--- src/rtl/alu_arbiter.sv ---
// Round-robin arbiter sharing one combinational ALU between two requesters.
// Commands are registered onto the ALU inputs; the answer is captured after an op-dependent latency.
module alu_arbiter #(
  parameter int WIDTH     = 32,
  parameter int ARITH_LAT = 1,
  parameter int DIV_LAT   = 4
) (
  input  logic             clk,
  input  logic             reset_n,
  input  logic             req0_valid,
  output logic             req0_ready,
  input  logic [WIDTH-1:0] req0_a,
  input  logic [WIDTH-1:0] req0_b,
  input  logic             req0_a_or_l,
  input  logic             req0_s_or_u,
  input  logic [1:0]       req0_opcode,
  input  logic             req1_valid,
  output logic             req1_ready,
  input  logic [WIDTH-1:0] req1_a,
  input  logic [WIDTH-1:0] req1_b,
  input  logic             req1_a_or_l,
  input  logic             req1_s_or_u,
  input  logic [1:0]       req1_opcode,
  output logic             resp0_valid,
  input  logic             resp0_ready,
  output logic             resp1_valid,
  input  logic             resp1_ready,
  output logic [WIDTH-1:0] resp_result,
  output logic [WIDTH-1:0] alu_a,
  output logic [WIDTH-1:0] alu_b,
  output logic             alu_a_or_l,
  output logic             alu_s_or_u,
  output logic [1:0]       alu_opcode,
  input  logic [WIDTH-1:0] alu_answer,
  output logic             busy
);

  localparam int MAX_LAT = (ARITH_LAT > DIV_LAT) ? ARITH_LAT : DIV_LAT;
  localparam int CNT_W   = (MAX_LAT > 1) ? $clog2(MAX_LAT) : 1;
  localparam logic [CNT_W-1:0] ARITH_CNT = CNT_W'(ARITH_LAT - 1);
  localparam logic [CNT_W-1:0] DIV_CNT   = CNT_W'(DIV_LAT - 1);

  typedef enum logic [1:0] {
    S_IDLE = 2'd0,
    S_EXEC = 2'd1,
    S_RESP = 2'd2
  } state_t;

  state_t             r_state;
  state_t             w_state_nxt;
  logic               r_owner;
  logic               r_last_grant;
  logic [CNT_W-1:0]   r_cnt;
  logic [WIDTH-1:0]   r_alu_a;
  logic [WIDTH-1:0]   r_alu_b;
  logic               r_alu_a_or_l;
  logic               r_alu_s_or_u;
  logic [1:0]         r_alu_opcode;
  logic [WIDTH-1:0]   r_resp_result;

  logic               w_gnt0;
  logic               w_gnt1;
  logic               w_accept;
  logic               w_resp_take;
  logic [WIDTH-1:0]   w_sel_a;
  logic [WIDTH-1:0]   w_sel_b;
  logic               w_sel_a_or_l;
  logic               w_sel_s_or_u;
  logic [1:0]         w_sel_opcode;
  logic               w_sel_is_div;

  always_ff @(posedge clk or negedge reset_n) begin
    if (!reset_n) r_state <= S_IDLE;
    else          r_state <= w_state_nxt;
  end

  // Ready is gated by reset_n so it drops along with the other outputs during reset.
  always_comb begin
    w_state_nxt = r_state;
    w_gnt0      = 1'b0;
    w_gnt1      = 1'b0;
    w_resp_take = 1'b0;
    case (r_state)
      S_IDLE: begin
        if (reset_n) begin
          w_gnt0 = req0_valid && (!req1_valid || r_last_grant);
          w_gnt1 = req1_valid && (!req0_valid || !r_last_grant);
        end
        if (w_gnt0 || w_gnt1) w_state_nxt = S_EXEC;
      end
      S_EXEC: begin
        if (r_cnt == '0) w_state_nxt = S_RESP;
      end
      S_RESP: begin
        w_resp_take = r_owner ? resp1_ready : resp0_ready;
        if (w_resp_take) w_state_nxt = S_IDLE;
      end
      default: w_state_nxt = S_IDLE;
    endcase
  end

  assign w_accept     = w_gnt0 || w_gnt1;
  assign w_sel_a      = w_gnt1 ? req1_a      : req0_a;
  assign w_sel_b      = w_gnt1 ? req1_b      : req0_b;
  assign w_sel_a_or_l = w_gnt1 ? req1_a_or_l : req0_a_or_l;
  assign w_sel_s_or_u = w_gnt1 ? req1_s_or_u : req0_s_or_u;
  assign w_sel_opcode = w_gnt1 ? req1_opcode : req0_opcode;
  assign w_sel_is_div = !w_sel_a_or_l && (w_sel_opcode == 2'b11);

  always_ff @(posedge clk or negedge reset_n) begin
    if (!reset_n) begin
      r_owner       <= 1'b0;
      r_last_grant  <= 1'b1;
      r_cnt         <= '0;
      r_alu_a       <= '0;
      r_alu_b       <= '0;
      r_alu_a_or_l  <= 1'b0;
      r_alu_s_or_u  <= 1'b0;
      r_alu_opcode  <= 2'b00;
      r_resp_result <= '0;
    end else begin
      if (w_accept) begin
        r_alu_a      <= w_sel_a;
        r_alu_b      <= w_sel_b;
        r_alu_a_or_l <= w_sel_a_or_l;
        r_alu_s_or_u <= w_sel_s_or_u;
        r_alu_opcode <= w_sel_opcode;
        r_owner      <= w_gnt1;
        r_cnt        <= w_sel_is_div ? DIV_CNT : ARITH_CNT;
      end
      if (r_state == S_EXEC) begin
        if (r_cnt != '0) r_cnt         <= r_cnt - 1'b1;
        else             r_resp_result <= alu_answer;
      end
      if (w_resp_take) r_last_grant <= r_owner;
    end
  end

  assign req0_ready  = w_gnt0;
  assign req1_ready  = w_gnt1;
  assign resp0_valid = (r_state == S_RESP) && !r_owner;
  assign resp1_valid = (r_state == S_RESP) &&  r_owner;
  assign resp_result = r_resp_result;
  assign alu_a       = r_alu_a;
  assign alu_b       = r_alu_b;
  assign alu_a_or_l  = r_alu_a_or_l;
  assign alu_s_or_u  = r_alu_s_or_u;
  assign alu_opcode  = r_alu_opcode;
  assign busy        = (r_state != S_IDLE);

endmodule

--- config.mk ---
export PLATFORM = sky130hd
export DESIGN_NAME = alu_arbiter
export DESIGN_NICKNAME = d
export VERILOG_FILES = /design/src/rtl/alu_arbiter.sv
export SDC_FILE = /design/constraint.sdc
export NUM_CORES = 1
export LEC_CHECK = 0
export CAP_MARGIN = 20
export CORE_MARGIN = 2
export CORE_UTILIZATION = 41
export CTS_CLUSTER_DIAMETER = 80
export CTS_CLUSTER_SIZE = 20
export DETAILED_ROUTE_END_ITERATION = 8
export GPL_TIMING_DRIVEN = 0
export PLACE_DENSITY = 0.87
export SKIP_CTS_REPAIR_TIMING = 1
export SYNTH_ARGS = -nofsm -noshare
export SYNTH_HDL_FRONTEND = slang
export SYNTH_SLANG_ARGS = --single-unit
--- constraint.sdc ---
create_clock -name clk -period 3.29 [get_ports clk]
set_input_delay 0.987 -clock clk [delete_from_list [all_inputs] [get_ports clk]]
set_output_delay 0.987 -clock clk [all_outputs]
set_load 0.02 [all_outputs]
==> results.cfg, run 1 <==
[pwr]
p_int_mw = 4.47
clkPwrFrac_pct = 16.4
switching_power_mw = 2.66
pwr-share-comb_pct = 51.3
p_leak_nw = 3.66
power.density_nw_per_um2 = 887
seqPwrFrac_pct = 32.3
switching_share_pct = 37.4
vdd_drop_max_uv = 522

[floorplanning]
die_x_um = 111
fp-row-count = 38
die_y_um = 111
dieArea_sq_um = 12300
core_area_sq_um = 11000
io_pins = 279
initial_core_util_pct = 42.5

[run]
cap_violations = 0

[worst_setup_path]
critPathKind = in -> out
required_ps = 2300
slowest_delay_ps = 270
r2r_setup_slack_ps = 1260
arrival_ps = 2110
worst_setup_path_start_kind = primary input
cp_cell_sequence = buf_16 > nor3b_4 > nand3_1 > buf_6 > buf_12 > inv_1 > clkbuf_2
slowest_stage = nor3b_4
end_kind = output pin
critPathMaxFanout = 31

[final_layout]
fin_area_sq_um = 8040
finish.utilization_pct = 73.2
drive_above_1_share_pct = 10.8
num_antenna_cells = 0
final_cell_mix = clkdlybuf4s50_1 (273), dfrtp_1 (105), nor2_1 (72)
nNetsFinal = 870
syn_to_final_growth_pct = 72.2
final_common_cell = clkdlybuf4s50_1

[global_route]
grt-ovfl-total = 0
grt_pass1_vias = 4648
gr-usage-all-layers_pct = 23.9
grt_max_degree = 62
grt_pass1_wl_um = 23500
antenna_found_initial = 0

[timing]
drv_slew = 0
hold_ws_ps = 475
setup_viol = 0
slew_headroom_pct = 67.2
rsz0062_at_grt = no
period_share_pct = 94.2
hold_viol = 0
clock_skew_ps = 6.84
period_minus_slack_ps = 3100
worst_pin_slew_ps = 492
clock.fmax_mhz = 323

[logic_synthesis]
syn_avg_cell_area_sq_um = 11.5
ys_seq_area_share_pct = 56.8
synthesis.area_sq_um = 4670
synth.net_count = 579
synth.yosys.warnings = 0
yosys_register_bits = 106
netlist_instances = 405
synth_area_leader_cell = dfrtp_1
synth_area_leaders = dfrtp_1 (56%), mux2i_1 (15%), mux2_2 (7.7%)
synthDominantCellAreaShare_pct = 56.3
synth_cell_types = 30

[drt]
wl_per_cell_um = 17.7
firstDrtPassIters = 4
via_per_inst = 5.02
post-route-drc-count = 0
vias = 4223
routed_wl_um = 14900
ant_nets = 0
detail_route.iter0.violations = 137

[place]
gp_congestion = 0.859
place_area_sq_um = 7650
hpwl_um = 11700
port_buffers = 278

[clock_tree]
cts_buffers = 9
path_clk_slew_ps = 70
cts_max_path_buffers = 2
clockRootBuffer = clkbuf_16
cts_tree = built
cts_sinks = 106
htreeDepth = 3
insertion_delay_ps = 340

[min_path]
min_path_type = in -> async

[outcome]
status = complete, no violations
-- cell type report --
cell class / count / area [sq um]
fillers: 794 / 2940
repair buffers: 281 / 2860
clock inverters: 6 / 90.1
inverters: 3 / 11.3
well taps: 140 / 175
multi-input cells: 270 / 1860
flip-flops and latches: 106 / 2650
plain buffers: 25 / 146
clock buffers: 10 / 239
-- Yosys cell counts (all sizes together) --
cell / number
dfrtp: 105
nor2: 72
a21oi: 71
mux2i: 70
mux2: 32
buf: 21
clkbuf: 5
inv: 3
nand2: 3
o21ai: 3
nand2b: 2
nor2b: 2
o21a: 2
a21o: 1
a31oi: 1
and2: 1
and3: 1
and3b: 1
and4: 1
dfstp: 1
nand3: 1
nand3b: 1
nor3: 1
nor3b: 1
o21bai: 1
o311ai: 1
or2: 1
-- worst paths after layout --
check	cells after the start	startpoint	to
setup reg to reg	6	r_state[0]	alu_a[8]
hold reg to reg	1	resp_result[31]	resp_result[31]
setup / recovery	7	reset_n	req1_ready
min in group clk	1	resp_result[31]	resp_result[31]
max in group asynchronous	2	reset_n	alu_b[17]
hold / removal	1	reset_n	resp_result[1]
-- registers in the layout (all words and copies together), names as in the netlist --
signal and count:
alu_a 32, alu_a_or_l 1, alu_b 32, alu_opcode 2
alu_s_or_u 1, r_cnt 2, r_last_grant 1, r_owner 1
r_state 2, resp_result 32
-- through the flow --
stage	TNS, ps	std cells	setup WS, ps	power, mW
2_1_floorplan	0	405	424	4.11
3_3_place_gp	-532170	823	-4500	5.87
3_5_place_dp	-1640	824	-1030	6.00
4_1_cts	-1660	840	-1040	7.18
5_1_grt	0	841	102	7.51
6_report	0	841	191	7.13
-- critical path: cells and delay by family --
family,cells,cell delay [ps]
buffers and inverters,5,720
and+or+nand+nor,2,390
-- metal layers --
metal  share of wire [%]  wire length (um)  global-route usage (%)  up-vias
met3                 7.8              1160                    7.71       29
met5                   0                 0                       0        -
li1                    -                 -                       -     1981
met4                 2.7               406                    8.83        0
met2                  53              7800                    43.1      183
met1                  37              5480                    26.3     2030
-- power groups by stage --
stage | combinational [mW] | clock (mW) | sequential (mW)
after floorplan | 1.07 | 0 | 3.04
after global placement | 3.58 | 0 | 2.29
after detailed placement | 3.67 | 0 | 2.33
after CTS | 3.68 | 1.18 | 2.31
after global routing | 3.89 | 1.23 | 2.39
final | 3.66 | 1.17 | 2.31
-- kinds of logic (layout without fill, tap and decap cells) --
family                 count (synthesis)  after routing  synth area share [%]
DFF                                  106            106                  56.8
buffers and inverters                 29            325                  3.30
muxes                                102            102                  22.7
and+or+nand+nor                       88             88                  8.23
AOI/OAI and AO/OA                     80             80                  8.90
No activity file was read; power rests on OpenSTA's default activity.
==> run 2, diff against run 1 <==
Settings changed: CORE_MARGIN 2 to 1.5.
==> run 2 against run 1 <==
  * Largest power group unchanged
  * Register-to-register slack worse by 70 ps
  * The flow now finishes with violations (negative setup slack)
  * Wire length grew 1.6%
  * Final area grew 0.50%
  * Sequential share of layout area shrank 0.16 points
==> results.cfg, run 2 (synthesis gave the netlist of run 1 again) <==
[outcome]
status = finished with violations
violations = negative setup slack

[worst_setup_path]
reg2reg_depth = 6
critPathMaxFanout = 22
arrival_ps = 2340
cp_cell_sequence = buf_16 > buf_16 > nor3b_4 > nand3_1 > buf_6 > buf_12 > buf_12 > inv_2 > buf_6
crit_cells = 9
required_ps = 2300
end_kind = output pin
worst_setup_path_start_kind = primary input
slowest_delay_ps = 270
critPathKind = in -> out
path_buf_inv = 7
cp_top_family = buffers and inverters
slowest_stage = nor3b_4
r2r_setup_slack_ps = 1190

[place]
pre_cts_ws_ps = -1190
place_area_sq_um = 7650
gp_congestion = 0.798
hpwl_um = 11300
port_buffers = 278
dp.cells = 824

[timing]
hold_viol = 0
hold_ws_ps = 468
period_minus_slack_ps = 3330
drv_slew = 0
clock.fmax_mhz = 300
worst_pin_slew_ps = 527
rsz0062_at_grt = yes
slew_headroom_pct = 64.9
period_share_pct = 101
tns_ps = -39.1
finalWorstSetupSlack_ps = -39.1
clock_skew_ps = 5.85
setup_viol = 1

[drt]
post-route-drc-count = 0
via_per_inst = 5.03
wl_per_cell_um = 17.8
routed_wl_um = 15100
firstDrtPassIters = 4
ant_nets = 0
vias = 4254
detail_route.iter0.violations = 130

[clock_tree]
cts_max_path_buffers = 2
insertion_delay_ps = 340
htreeDepth = 3
clockRootBuffer = clkbuf_16
cts_sinks = 106
path_clk_slew_ps = 70
cts_buffers = 9
cts_tree = built

[pwr]
p_int_mw = 4.36
power.density_nw_per_um2 = 870
seqPwrFrac_pct = 32.8
vdd_drop_max_uv = 649
switching_share_pct = 37.9
p_leak_nw = 3.68
clkPwrFrac_pct = 14.7
p_total_mw = 7.03
switching_power_mw = 2.66
pwr-share-comb_pct = 52.5

[floorplanning]
die_y_um = 110
initial_core_util_pct = 42.5
core_area_sq_um = 11000
die_x_um = 110
io_pins = 279
dieArea_sq_um = 12000
fp-row-count = 38

[final_layout]
nFillCells = 758
finish.utilization_pct = 73.6
fin_area_sq_um = 8080
num_antenna_cells = 0
syn_to_final_growth_pct = 73.1
nNetsFinal = 875
final_cell_mix = clkdlybuf4s50_1 (275), dfrtp_1 (105), nor2_1 (72)
stdcell_count = 846
drive_above_1_share_pct = 11.3
final_common_cell = clkdlybuf4s50_1

[global_route]
gr-usage-all-layers_pct = 23.9
antenna_found_initial = 0
grt_max_degree = 68
grt_pass1_wl_um = 21600
grt-ovfl-total = 0
grt_pass1_vias = 4450

[run]
cap_violations = 0

[min_path]
min_path_type = in -> async
## run 2: path summary, 6_finish.rpt
path                                   end             from
max in group asynchronous       r_state[1]          reset_n
hold reg to reg            resp_result[28]  resp_result[28]
hold / removal                   alu_b[30]          reset_n
setup / recovery                req1_ready          reset_n
setup reg to reg                 alu_a[15]       r_state[0]
min in group clk           resp_result[28]  resp_result[28]
## run 2: worst reg2reg max path, cell delays in order (launching register included)
cell	delay [ps]
dfrtp_1	480
nor3b_4	300
buf_4	160
o21a_1	150
buf_2	260
clkbuf_1	460
a21oi_1	150
## run 2: power by group through the flow
stage | Clock (mW) | Sequential, mW | Combinational [mW]
after floorplan | 0 | 3.04 | 1.07
after global placement | 0 | 2.28 | 3.57
after detailed placement | 0 | 2.33 | 3.66
after CTS | 1.04 | 2.31 | 3.68
after global routing | 1.09 | 2.38 | 3.92
final | 1.03 | 2.31 | 3.69
## run 2: layout make-up
type                       instances  area, sq um  area share [%]
tap                              140          175            2.17
clock buffer                      13          260            3.22
inverter                           3         11.3           0.139
buffer                            26          166            2.06
clock inverter                     3         22.5           0.279
sequential                       106         2650            32.8
multi-input combinational        270         1860            23.0
timing repair buffer             285         2930            36.3
## run 2: metal layers
layer  vias up  track usage (%)  share of wire, %
li1       1999                -                 -
met1      2043             26.1                38
met3        30             5.81               7.7
met5         -                0                 0
met2       182             43.0                52
met4         0             11.7               2.8
